### src/rtl/barrett_precompute_if.sv
// Request/result bundle for barrett_precompute.
//   iStart : request to compute Barrett parameters for iMod (master -> slave)
//   iMod   : W-bit modulus, sampled only on the accepting edge
//   oBusy  : computation in flight (LOAD, DIV or FIN)
//   oDone  : one-cycle completion pulse
//   oErr   : illegal modulus (m < 2), valid with oDone
//   oK     : bit length of the modulus
//   oU     : floor(2^(2k)/m), 2W bits
interface barrett_precompute_if #(
    parameter int W = 64
);
    localparam int KW = $clog2(W + 1);

    logic            iStart;
    logic [W-1:0]    iMod;
    logic            oBusy;
    logic            oDone;
    logic            oErr;
    logic [KW-1:0]   oK;
    logic [2*W-1:0]  oU;

    modport master (output iStart, iMod, input  oBusy, oDone, oErr, oK, oU);
    modport slave  (input  iStart, iMod, output oBusy, oDone, oErr, oK, oU);
endinterface

### src/rtl/barrett_precompute.sv
// Computes the Barrett reduction constants for a modulus m:
//   k = bit length of m, u = floor(2^(2k)/m)
// using a bit-serial restoring divider (one quotient bit per clock).
// Ports:
//   iClk : clock, rising edge
//   iRst : synchronous, active-high reset
//   bus  : slave side of barrett_precompute_if (start/modulus in, busy/done/err/k/u out)
// Results are registered in FIN and held until the next FIN or reset.
module barrett_precompute #(
    parameter int W = 64
) (
    input  logic                 iClk,
    input  logic                 iRst,
    barrett_precompute_if.slave  bus
);
    localparam int KW = $clog2(W + 1);      // holds k in 1..W
    localparam int CW = $clog2(2 * W + 1);  // holds bit index 0..2W

    typedef enum logic [1:0] {S_IDLE, S_LOAD, S_DIV, S_FIN} state_e;

    state_e          state_q, state_d;
    logic [W-1:0]    m_q, m_d;
    logic [KW-1:0]   k_q, k_d;
    logic            err_q, err_d;
    logic [W:0]      rem_q, rem_d;
    // Quotient bit 2W is provably 0 for m >= 2, so it is shifted out the top
    // instead of being stored.
    logic [2*W-1:0]  quo_q, quo_d;
    logic [CW-1:0]   cnt_q, cnt_d;
    logic [KW-1:0]   ok_q, ok_d;
    logic [2*W-1:0]  ou_q, ou_d;
    logic            oerr_q, oerr_d;
    logic            done_q, done_d;

    logic [KW-1:0]   k_enc;
    logic [CW-1:0]   two_k;
    logic            div_bit;
    logic [W+1:0]    trial;
    logic [W+1:0]    m_ext;
    logic            fits;

    // Priority encoder: position of the highest set bit, plus one.
    always_comb begin
        k_enc = '0;
        for (int i = 0; i < W; i++) begin
            if (m_q[i]) k_enc = KW'(i + 1);
        end
    end

    // The dividend 2^(2k) has exactly one set bit; the counter walks the bit
    // index from 2W down to 0, so the dividend bit is a single compare.
    assign two_k   = CW'({k_q, 1'b0});
    assign div_bit = (cnt_q == two_k);
    assign trial   = {rem_q, div_bit};
    assign m_ext   = {2'b00, m_q};
    assign fits    = (trial >= m_ext);

    // NOTE: every signal written here gets a default first so no path leaves
    // it unassigned; otherwise synthesis would infer a latch.
    always_comb begin
        state_d = state_q;
        m_d     = m_q;
        k_d     = k_q;
        err_d   = err_q;
        rem_d   = rem_q;
        quo_d   = quo_q;
        cnt_d   = cnt_q;
        ok_d    = ok_q;
        ou_d    = ou_q;
        oerr_d  = oerr_q;
        done_d  = 1'b0;

        unique case (state_q)
            S_IDLE: begin
                if (bus.iStart) begin
                    m_d     = bus.iMod;
                    state_d = S_LOAD;
                end
            end
            S_LOAD: begin
                k_d = k_enc;
                if (m_q < W'(2)) begin
                    err_d   = 1'b1;
                    state_d = S_FIN;
                end else begin
                    err_d   = 1'b0;
                    cnt_d   = CW'(2 * W);
                    rem_d   = '0;
                    quo_d   = '0;
                    state_d = S_DIV;
                end
            end
            S_DIV: begin
                // Restoring division step: subtract only if the trial fits.
                rem_d = (W + 1)'(fits ? (trial - m_ext) : trial);
                quo_d = {quo_q[2*W-2:0], fits};
                if (cnt_q == '0) begin
                    state_d = S_FIN;
                end else begin
                    cnt_d = cnt_q - CW'(1);
                end
            end
            S_FIN: begin
                ok_d    = err_q ? '0 : k_q;
                ou_d    = err_q ? '0 : quo_q;
                oerr_d  = err_q;
                done_d  = 1'b1;
                state_d = S_IDLE;
            end
            default: state_d = S_IDLE;
        endcase
    end

    // NOTE: sequential state uses non-blocking assignments so every flop
    // samples the pre-edge values regardless of statement order.
    always_ff @(posedge iClk) begin
        if (iRst) begin
            state_q <= S_IDLE;
            m_q     <= '0;
            k_q     <= '0;
            err_q   <= 1'b0;
            rem_q   <= '0;
            quo_q   <= '0;
            cnt_q   <= '0;
            ok_q    <= '0;
            ou_q    <= '0;
            oerr_q  <= 1'b0;
            done_q  <= 1'b0;
        end else begin
            state_q <= state_d;
            m_q     <= m_d;
            k_q     <= k_d;
            err_q   <= err_d;
            rem_q   <= rem_d;
            quo_q   <= quo_d;
            cnt_q   <= cnt_d;
            ok_q    <= ok_d;
            ou_q    <= ou_d;
            oerr_q  <= oerr_d;
            done_q  <= done_d;
        end
    end

    assign bus.oBusy = (state_q != S_IDLE);
    assign bus.oDone = done_q;
    assign bus.oErr  = oerr_q;
    assign bus.oK    = ok_q;
    assign bus.oU    = ou_q;
endmodule
### src/flat_wrapper.sv
// flat-port wrapper written by rule: the top's interface ports become plain ports
module barrett_precompute_flat 
#(
    parameter int W = 64
)
  (iClk, iRst, bus_iStart, bus_iMod, bus_oBusy, bus_oDone, bus_oErr, bus_oK, bus_oU);
  barrett_precompute_if #(.W(W)) bus_i ();
  input  logic iClk;
  input  logic iRst;
  input wire logic [$bits(bus_i.iStart)-1:0] bus_iStart;
  input wire logic [$bits(bus_i.iMod)-1:0] bus_iMod;
  output wire logic [$bits(bus_i.oBusy)-1:0] bus_oBusy;
  output wire logic [$bits(bus_i.oDone)-1:0] bus_oDone;
  output wire logic [$bits(bus_i.oErr)-1:0] bus_oErr;
  output wire logic [$bits(bus_i.oK)-1:0] bus_oK;
  output wire logic [$bits(bus_i.oU)-1:0] bus_oU;
  assign bus_i.iStart = bus_iStart;
  assign bus_i.iMod = bus_iMod;
  assign bus_oBusy = bus_i.oBusy;
  assign bus_oDone = bus_i.oDone;
  assign bus_oErr = bus_i.oErr;
  assign bus_oK = bus_i.oK;
  assign bus_oU = bus_i.oU;
  barrett_precompute #(.W(W)) u_core (.iClk(iClk), .iRst(iRst), .bus(bus_i));
endmodule
### config.mk
export PLATFORM = sky130hd
export DESIGN_NAME = barrett_precompute_flat
export DESIGN_NICKNAME = d
export VERILOG_FILES = /design/src/rtl/barrett_precompute_if.sv /design/src/rtl/barrett_precompute.sv /design/src/flat_wrapper.sv
export SDC_FILE = /design/constraint.sdc
export NUM_CORES = 1
export LEC_CHECK = 0
export BUFFER_PORTS_ARGS = -buffer_cell sky130_fd_sc_hd__buf_2
export CAP_MARGIN = 5
export CORE_UTILIZATION = 28
export DETAILED_ROUTE_END_ITERATION = 6
export PLACE_DENSITY_LB_ADDON = 0.15
export SLEW_MARGIN = 40
export SYNTH_ARGS = -nofsm -noshare
export SYNTH_HDL_FRONTEND = slang
export SYNTH_SLANG_ARGS = --single-unit
### constraint.sdc
create_clock -name iClk -period 4.75 [get_ports iClk]
set_input_delay 0.2375 -clock iClk [delete_from_list [all_inputs] [get_ports iClk]]
set_output_delay 0.2375 -clock iClk [all_outputs]
set_load 0.01 [all_outputs]
==> run metrics, run 1 <==
Worst Hold Path Cells=2; fin crit share=0.916; Root Buffer=clkbuf_16; CTS tree=yes; Die H=around 270 um; maxcap violations=0; FMAX=230 MHz; PwrDens=around 540 mW/mm2; Synth Warn #=0; Yosys cell types=75; Lkg Pwr=0.00942 uW; CTS Buffer Depth=3; Worst Hold End=u_core.bus.oK[2]$_SDFFE_PP0P_; drc violations=0; CP Max Fanout=43; final WL=62200 um; minimum clock period after layout=between 4 and 5 ns; Reg-to-Reg End=u_core.rem_q[32]$_SDFFE_PP0P_; CTS Buf Count=49; VDD IR-drop max=360 uV; Async SR Flop Fraction=0; ANT cells=0; clk sinks=412; DRT Pass-1 Iters=7; initial DRC count=1238; min-delay src=iRst; port buffer count=204; initial antenna violation count=1; fin. max-slew vios=0; final total power=13000 uW; ys flop type=dfxtp_1; Final setup viols=0; Routed WL per cell=17.0 um; status=finished, final reports clean; largest net degree at the start of global routing=190; Synth Cell Area=0.0197 mm2; Hold/Removal Path Class=primary input to register; Final Non-Filler Cells=3662; Worst EP required=5.20 ns; Yosys reg bits=412; top-count cell post-synth=a21oi_1; first-pass GRT wire length=97000 um; CP Capture Type=register; Crit Path Category=register to register; Synthesized Nets=2645; Setup Fix Bufs, Post-CTS=0; gr ovfl total=0; ANT nets after route=0; Gate Count Post-Synth=2506; H-tree depth=2; FF-to-FF setup slack=0.40 ns; vias post-DR=18105; io pins=205; chip width=~270 um; FF-to-FF Start=u_core.cnt_q[3]$_SDFFE_PP0P_; RSZ-0062 raised after global routing=no; Yosys top cell by area=dfxtp_1; crit start category=register; die area=0.0715 mm2; GP Congestion=0.905; CP arrival=4.81 ns; Avg Cell Area, Syn=around 7.9 um2; commonest cells in the synthesized netlist=a21oi_1 (430), dfxtp_1 (412), nand2_1 (354); Via density=4.94; Initial Util=0.285; Hold Vio Cnt, Final=0; register area share after synthesis=0.418; number of synthesized flops with an enable pin=0; Slew HR=0.426; clock-pin slew on the worst setup and hold paths=0.06 ns; synth-to-layout area growth=21.8%; GR Util All Layers=0.169; Final Skew=0.0181 ns; Detail Placement HPWL=42400 um; Core Footprint=0.0692 mm2; FF-to-FF path depth=16; sum of negative setup slack=0 ns; Final #Nets=2832; share of layout cells above drive strength 1=0.125; placed cells=3507; vias in the first global route=17154; Layout Utilization=0.347; # rows=96; Clock Latency Late Sink=0.60 ns; post-synth top area share=0.418; Least-Margin Pin Slew=0.839 ns; top post-synthesis cells by area=dfxtp_1 (42%), a21oi_1 (11%), nand2_1 (6.7%)
layer usage:
layer / GRT usage / vias to the layer above / wire length [um]
li1: - / 9027 / -
met1: 0.240 / 8509 / 29900
met2: 0.256 / 487 / 26700
met3: 0.0351 / 80 / 4110
met4: 0.0480 / 2 / 1430
met5: 0 / - / 11
report_power, final:
group	internal (uW)	switching [uW]	total, uW
combinational	1690	3540	5230
clock	2320	1560	3890
sequential	3640	219	3860
total	7650	5330	13000
sequential cells by signal, summed over array words and instances, names as in the netlist:
name / cells
u_core.quo_q: 128
u_core.bus.oK: 7
u_core.state_q: 2
u_core.bus.oU: 128
u_core.cnt_q: 8
u_core.bus.oDone: 1
u_core.rem_q: 65
u_core.k_q: 7
u_core.err_q: 1
u_core.bus.oErr: 1
u_core.m_q: 64
final cells by class:
| cell class | count | area [um2] |
|---|---|---|
| inverter | 81 | 304 |
| clock buffer | 76 | 1490 |
| timing repair buffer | 303 | 2090 |
| tap | 931 | 1160 |
| multi-input combinational | 1846 | 10500 |
| sequential | 412 | 8250 |
| clock inverter | 13 | 176 |
| fill | 7303 | 45200 |
critical path: stages, from the launching register on:
cell and delay, ns:
dfxtp_1 0.37, xor2_1 0.18, nor4_1 0.27, nand2_1 0.21
ha_1 0.27, fa_1 0.41, nor2b_1 0.22, o31a_1 0.21
nor4_2 0.07, o21ai_1 0.29, a21oi_2 0.13, o21a_1 0.23
o21bai_1 0.31, a311o_2 0.42, buf_12 0.29, mux2i_1 0.23
a211oi_1 0.09
layout by cell type (no fill, tap or decap), types with 18 or more instances in the layout:
cell type / n
dlygate4sd3_1: 64
a21o_1: 31
mux2i_1: 26
buf_2: 203
nand2b_1: 62
xnor2_1: 33
nand2_1: 352
buf_4: 22
dfxtp_1: 411
nor2_1: 166
nor3_1: 27
ha_1: 69
clkbuf_16: 50
nand3b_1: 51
a21oi_1: 430
nor2b_1: 100
nand3_1: 157
o21ai_0: 91
xor2_1: 33
inv_1: 81
nor4_1: 18
kinds of logic (layout without fill, tap and decap cells):
logic type | Yosys count | count (layout) | share of synthesized area
adder cells (fa/ha/maj) | 72 | 72 | 0.0461
buffers and inverters | 248 | 473 | 0.0509
flip-flops | 412 | 412 | 0.418
multiplexers | 26 | 26 | 0.0132
AND/OR/NAND/NOR | 991 | 991 | 0.242
XOR/XNOR | 66 | 66 | 0.0293
AO/OA/AOI/OAI | 691 | 691 | 0.200
how the worst max path moves through the flow:
| stage | to | startpoint | depth (start not counted) |
|---|---|---|---|
| after detailed placement | u_core.rem_q[32]$_SDFFE_PP0P_ | u_core.cnt_q[3]$_SDFFE_PP0P_ | 16 |
| after floorplan | u_core.rem_q[0]$_SDFFE_PP0P_ | u_core.cnt_q[3]$_SDFFE_PP0P_ | 18 |
| final | u_core.rem_q[32]$_SDFFE_PP0P_ | u_core.cnt_q[3]$_SDFFE_PP0P_ | 16 |
| after global placement | u_core.rem_q[32]$_SDFFE_PP0P_ | u_core.cnt_q[3]$_SDFFE_PP0P_ | 16 |
| after CTS | u_core.rem_q[0]$_SDFFE_PP0P_ | u_core.cnt_q[3]$_SDFFE_PP0P_ | 16 |
| after global routing | u_core.rem_q[34]$_SDFFE_PP0P_ | u_core.cnt_q[3]$_SDFFE_PP0P_ | 16 |
repair_timing:
action / in CTS / in global routing
hold endpoints to repair: 64 / 0
resized for setup: 0 / 0
setup endpoints to repair: 0 / 0
hold buffers: 64 / 0
metrics by stage:
| stage | setup WS [ns] | cell area, um2 | hold WS [ns] |
|---|---|---|---|
| floorplan | 1.20 | 19700 | 0.373 |
| global placement | 0.561 | 21600 | 0.446 |
| detailed placement | 0.425 | 21700 | 0.447 |
| CTS | 0.393 | 24000 | 0.0532 |
| global route | 0.0997 | 24000 | 0.0981 |
| finish | 0.397 | 24000 | 0.0888 |
No activity file was read; power rests on OpenSTA's default activity.
==> run 2, diff against run 1 <==
--- a/config.mk
+++ b/config.mk
@@ -9,7 +9,8 @@
 export CAP_MARGIN = 5
 export CORE_UTILIZATION = 28
 export DETAILED_ROUTE_END_ITERATION = 6
-export PLACE_DENSITY_LB_ADDON = 0.15
+export MAX_ROUTING_LAYER = met4
+export SKIP_CTS_REPAIR_TIMING = 1
 export SLEW_MARGIN = 40
 export SYNTH_ARGS = -nofsm -noshare
 export SYNTH_HDL_FRONTEND = slang
==> run 2 against run 1 <==
Count of clock-buffer cells in the layout is 10 lower. Via count decreased by 0.57%. Global-route usage down 0.73 points. Cell area is 0.16% lower. Fmax up 1.8%. Flip-flop and latch count stayed put. Die area unchanged. Power increased by 0.29%. Clock skew up 0.018 ns. Cell count down 0.22%. Critical path type unchanged.
==> run metrics, run 2 (same netlist as run 1, synthesis figures left out) <==
most frequent cells in the layout=a21oi_1 (430), dfxtp_1 (411), nand2_1 (352), buf_2 (203), nor2_1 (167); clock-pin slew on the worst setup and hold paths=approximately 0.06 ns; first-pass GRT wire length=91100 um; DRT Pass-1 Iters=5; Least-Margin Pin Slew=0.861 ns; # rows=96; most common cell after layout, fill and taps aside=a21oi_1; Place WS=0.512 ns; final total power=~13000 uW; status=finished, final reports clean; drc violations=0; Reg-to-Reg End=u_core.rem_q[12]$_SDFFE_PP0P_; Final Skew=between 0.03 and 0.04 ns; CP Max Fanout=28; Lkg Pwr=0.00937 uW; CTS Buf Count=48; CTS tree=yes; maxcap violations=0; ANT nets after route=0; die area=0.0715 mm2; Final setup viols=0; Fillers=7312; CP Capture Type=register; initial DRC count=about 1400; PwrDens=543 mW/mm2; Worst Hold Path Cells=2; Initial Util=0.285; Hold/Removal Path Class=primary input to register; Worst EP required=5.22 ns; Worst Hold End=u_core.bus.oU[68]$_SDFFE_PP0P_; Via density=4.93; H-tree depth=2; crit start category=register; Routed WL per cell=16.1 um; initial antenna violation count=1; clk sinks=412; vias post-DR=around 18000; largest net degree at the start of global routing=187; chip width=around 270 um; FF-to-FF Start=u_core.cnt_q[3]$_SDFFE_PP0P_; FMAX=approximately 230 MHz; CTS Buffer Depth=3; Final #Nets=2823; io pins=around 210; Final Non-Filler Cells=3654; GR Util All Layers=0.162; Detail Placement HPWL=39300 um; gr ovfl total=0; min-delay src=iRst; synth-to-layout area growth=21.6%; FF-to-FF path depth=16; Crit Path Category=register to register; Slew HR=0.426; VDD IR-drop max=294 uV; Core Footprint=0.0692 mm2; Die H=approximately 270 um; GP Congestion=0.952; Hold Vio Cnt, Final=0; Root Buffer=clkbuf_16; port buffer count=204; RSZ-0062 raised after global routing=no; sequential cell area=0.00825 mm2; setup ws final=0.476 ns; CP arrival=between 4 and 5 ns; fin. max-slew vios=0; Clock Latency Late Sink=0.59 ns; FF-to-FF setup slack=0.48 ns; fin crit share=0.900; sum of negative setup slack=0 ns; vias in the first global route=16292; share of layout cells above drive strength 1=0.124; placed cells=3501; Multi-input gate area=approximately 0.011 mm2; minimum clock period after layout=roughly 4.3 ns; final WL=59000 um
==> run 2: cell count changes in the layout (fill, tap and decap cells not counted), sizes merged <==
| cell | delta |
|---|---|
| clkinv | +1 |
| diode | +1 |
| clkinvlp | +6 |
| buf | -8 |
| clkbuf | -10 |
| bufinv | +4 |
| inv | -2 |
==> run 2: final cells by class <==
type                       instances  share of cell area
multi-input combinational       1846               0.440
sequential                       412               0.344
antenna                            1            0.000104
timing repair buffer             295              0.0831
tap                              931              0.0486
inverter                          81              0.0127
clock inverter                    22              0.0134
clock buffer                      66              0.0584
==> run 2: worst max-delay path by stage <==
stage / from / to / slack, ns / depth (start not counted)
2_1_floorplan: u_core.cnt_q[3]$_SDFFE_PP0P_ / u_core.rem_q[0]$_SDFFE_PP0P_ / 1.20 / 18
3_3_place_gp: u_core.cnt_q[3]$_SDFFE_PP0P_ / u_core.rem_q[64]$_SDFFE_PP0P_ / 0.65 / 17
3_5_place_dp: u_core.cnt_q[3]$_SDFFE_PP0P_ / u_core.rem_q[12]$_SDFFE_PP0P_ / 0.51 / 16
4_1_cts: u_core.cnt_q[3]$_SDFFE_PP0P_ / u_core.rem_q[64]$_SDFFE_PP0P_ / 0.47 / 17
5_1_grt: u_core.cnt_q[3]$_SDFFE_PP0P_ / u_core.rem_q[64]$_SDFFE_PP0P_ / 0.18 / 17
6_report: u_core.cnt_q[3]$_SDFFE_PP0P_ / u_core.rem_q[12]$_SDFFE_PP0P_ / 0.48 / 16
==> run 2: power by group <==
group,switching (uW),internal (uW)
Clock,1550,2450
Combinational,3490,1670
Sequential,228,3640
==> run 2: critical path, cell delays in order (launching register included) <==
cell	delay (ns)
dfxtp_1	0.37
xor2_1	0.18
nor4_1	0.28
nand2_1	0.17
ha_1	0.24
fa_1	0.38
nor2b_1	0.20
o31a_1	0.20
nor4_2	0.06
o21ai_1	0.29
a21oi_2	0.19
o21a_1	0.25
o21bai_1	0.32
a311o_2	0.25
buf_4	0.40
mux2i_1	0.27
o21ai_0	0.09
==> run 2: routing by layer <==
metal | up-vias | share of wire | GRT usage
li1 | 9023 | - | -
met4 | 0 | 0.025 | 0.0497
met2 | 459 | 0.43 | 0.233
met3 | 84 | 0.064 | 0.0317
met5 | - | 0 | -
met1 | 8435 | 0.48 | 0.226
==> run 2: metrics by stage <==
| step | util | area (um2) | hold slack, ns |
|---|---|---|---|
| finish | 0.347 | 24000 | 0.0362 |
| CTS | 0.337 | 23300 | -0.147 |
| floorplan | - | 19700 | 0.373 |
| global placement | 0.311 | 21500 | 0.450 |
| global route | 0.347 | 24000 | 0.0262 |
| detailed placement | 0.312 | 21600 | 0.457 |
==> run 3, diff against run 2 <==
--- a/config.mk
+++ b/config.mk
@@ -10,6 +10,7 @@
 export CORE_UTILIZATION = 28
 export DETAILED_ROUTE_END_ITERATION = 6
 export MAX_ROUTING_LAYER = met4
+export PLACE_DENSITY_LB_ADDON = 0.3
 export SKIP_CTS_REPAIR_TIMING = 1
 export SLEW_MARGIN = 40
 export SYNTH_ARGS = -nofsm -noshare
==> run 3 against run 2 <==
Wire length rose by 1.9%. Worst setup slack improved by 0.11 ns. Non-clock buffer count rose by 2. Worst hold slack improved by 0.038 ns. Critical path depth did not move. Sequential share of layout area rose by 0.21 points.
==> run metrics, run 3 (same netlist as run 1, synthesis figures left out) <==
Lkg Pwr=0.00932 uW; Initial Util=0.285; # rows=96; RSZ-0062 raised after global routing=no; Routed WL per cell=between 15 and 20 um; drc violations=0; Reg-to-Reg End=u_core.rem_q[12]$_SDFFE_PP0P_; Crit Path Category=register to register; placed cells=3500; Hold/Removal Path Class=primary input to register; CP Capture Type=register; Final Skew=0.0158 ns; Clock Latency Late Sink=0.57 ns; share of layout cells above drive strength 1=0.122; maxcap violations=0; CTS Buffer Depth=3; status=finished, final reports clean; GP Congestion=~0.92; Final setup viols=0; CP Max Fanout=45; Hold Vio Cnt, Final=0; FF-to-FF setup slack=between 0.5 and 0.6 ns; final WL=60100 um; vias in the first global route=about 16000; PwrDens=~540 mW/mm2; Root Buffer=clkbuf_16; Least-Margin Pin Slew=0.837 ns; die area=0.0715 mm2; clock-pin slew on the worst setup and hold paths=about 0.060 ns; VDD IR-drop max=around 280 uV; Worst EP required=5.19 ns; Slew HR=0.441; Detail Placement HPWL=39800 um; Worst Hold End=u_core.bus.oU[77]$_SDFFE_PP0P_; Final Non-Filler Cells=3651; Final #Nets=2824; FF-to-FF Start=u_core.cnt_q[3]$_SDFFE_PP0P_; largest net degree at the start of global routing=123; sum of negative setup slack=0 ns; crit start category=register; Worst Hold Path Cells=2; fin crit share=0.877; FF-to-FF path depth=16; CP arrival=4.61 ns; CTS Buf Count=47; initial DRC count=1313; clk sinks=412; first-pass GRT wire length=92700 um; GR Util All Layers=0.166; FMAX=240 MHz; Die H=267 um; chip width=267 um; most frequent cells in the layout=a21oi_1 (430), dfxtp_1 (411), nand2_1 (352), buf_2 (203), nor2_1 (166); Via density=4.90; minimum clock period after layout=4.17 ns; ANT nets after route=0; vias post-DR=about 18000; min-delay src=iRst; DRT Pass-1 Iters=5; synth-to-layout area growth=20.9%; fin. max-slew vios=0; most common cell after layout, fill and taps aside=a21oi_1; io pins=between 200 and 250; port buffer count=204; H-tree depth=2; initial antenna violation count=3; Core Footprint=around 0.069 mm2; gr ovfl total=0; CTS tree=yes
## run 3: cell types whose count changed in the layout (fill, tap and decap cells not counted), moves of 2 or more
cell / before / now
clkbuf_8: 9 / 7
clkinv_4: 2 / 0
clkinv_2: 5 / 7
clkbuf_1: 7 / 10
buf_4: 18 / 21
clkinvlp_4: 7 / 3
clkbuf_16: 50 / 48
## run 3: area by class of cell
type | count | area, um2
Clock inverter | 18 | 263
Sequential cell | 412 | 8250
Antenna cell | 1 | 2.50
Timing Repair Buffer | 297 | 1980
Tap cell | 931 | 1160
Clock buffer | 65 | 1340
Multi-Input combinational cell | 1846 | 10500
Inverter | 81 | 304
Fill cell | 7407 | 45300
## run 3: worst max-delay path by stage
stage	start	to	slack (ns)	cells past startpoint
after CTS	u_core.cnt_q[3]$_SDFFE_PP0P_	u_core.rem_q[32]$_SDFFE_PP0P_	0.44	16
after floorplan	u_core.cnt_q[3]$_SDFFE_PP0P_	u_core.rem_q[0]$_SDFFE_PP0P_	1.20	18
after global routing	u_core.cnt_q[3]$_SDFFE_PP0P_	u_core.rem_q[32]$_SDFFE_PP0P_	0.19	16
after detailed placement	u_core.cnt_q[3]$_SDFFE_PP0P_	u_core.rem_q[12]$_SDFFE_PP0P_	0.47	16
after global placement	u_core.cnt_q[3]$_SDFFE_PP0P_	u_core.rem_q[32]$_SDFFE_PP0P_	0.56	16
final	u_core.cnt_q[3]$_SDFFE_PP0P_	u_core.rem_q[12]$_SDFFE_PP0P_	0.58	16
## run 3: metal layers
metal,vias to the layer above,GRT usage,part of all wire
li1,9010,-,-
met1,8369,0.240,0.50
met2,442,0.232,0.42
met3,71,0.0306,0.062
met4,0,0.0429,0.019
met5,-,-,0
## run 3: where the power goes
part | leakage, uW | internal (uW) | switching [uW]
Sequential | 0.00333 | 3640 | 237
Combinational | 0.00521 | 1650 | 3510
Clock | 0.000778 | 2290 | 1520
Total | 0.00932 | 7570 | 5270
## run 3: stage by stage
step	instance area (um2)	hold WS (ns)	worst slack (ns)	utilization	power, uW
global placement	21500	0.450	0.558	0.311	9030
global route	23800	0.0765	0.186	0.345	13600
finish	23800	0.0743	0.583	0.345	12800
floorplan	19700	0.373	1.20	-	7530
detailed placement	21600	0.450	0.466	0.312	9000
CTS	23200	-0.130	0.436	0.335	12900
## run 3: worst max-delay path, cell delays in order, from the launching register on
cell	delay, ns
dfxtp_1	0.46
xor2_1	0.10
nor4_1	0.28
nand2_1	0.16
ha_1	0.24
fa_1	0.38
nor2b_1	0.21
o31a_1	0.21
nor4_2	0.06
o21ai_1	0.31
a21oi_2	0.15
o21a_1	0.24
o21bai_1	0.29
a311o_2	0.32
buf_12	0.27
mux2i_1	0.23
o21ai_0	0.08
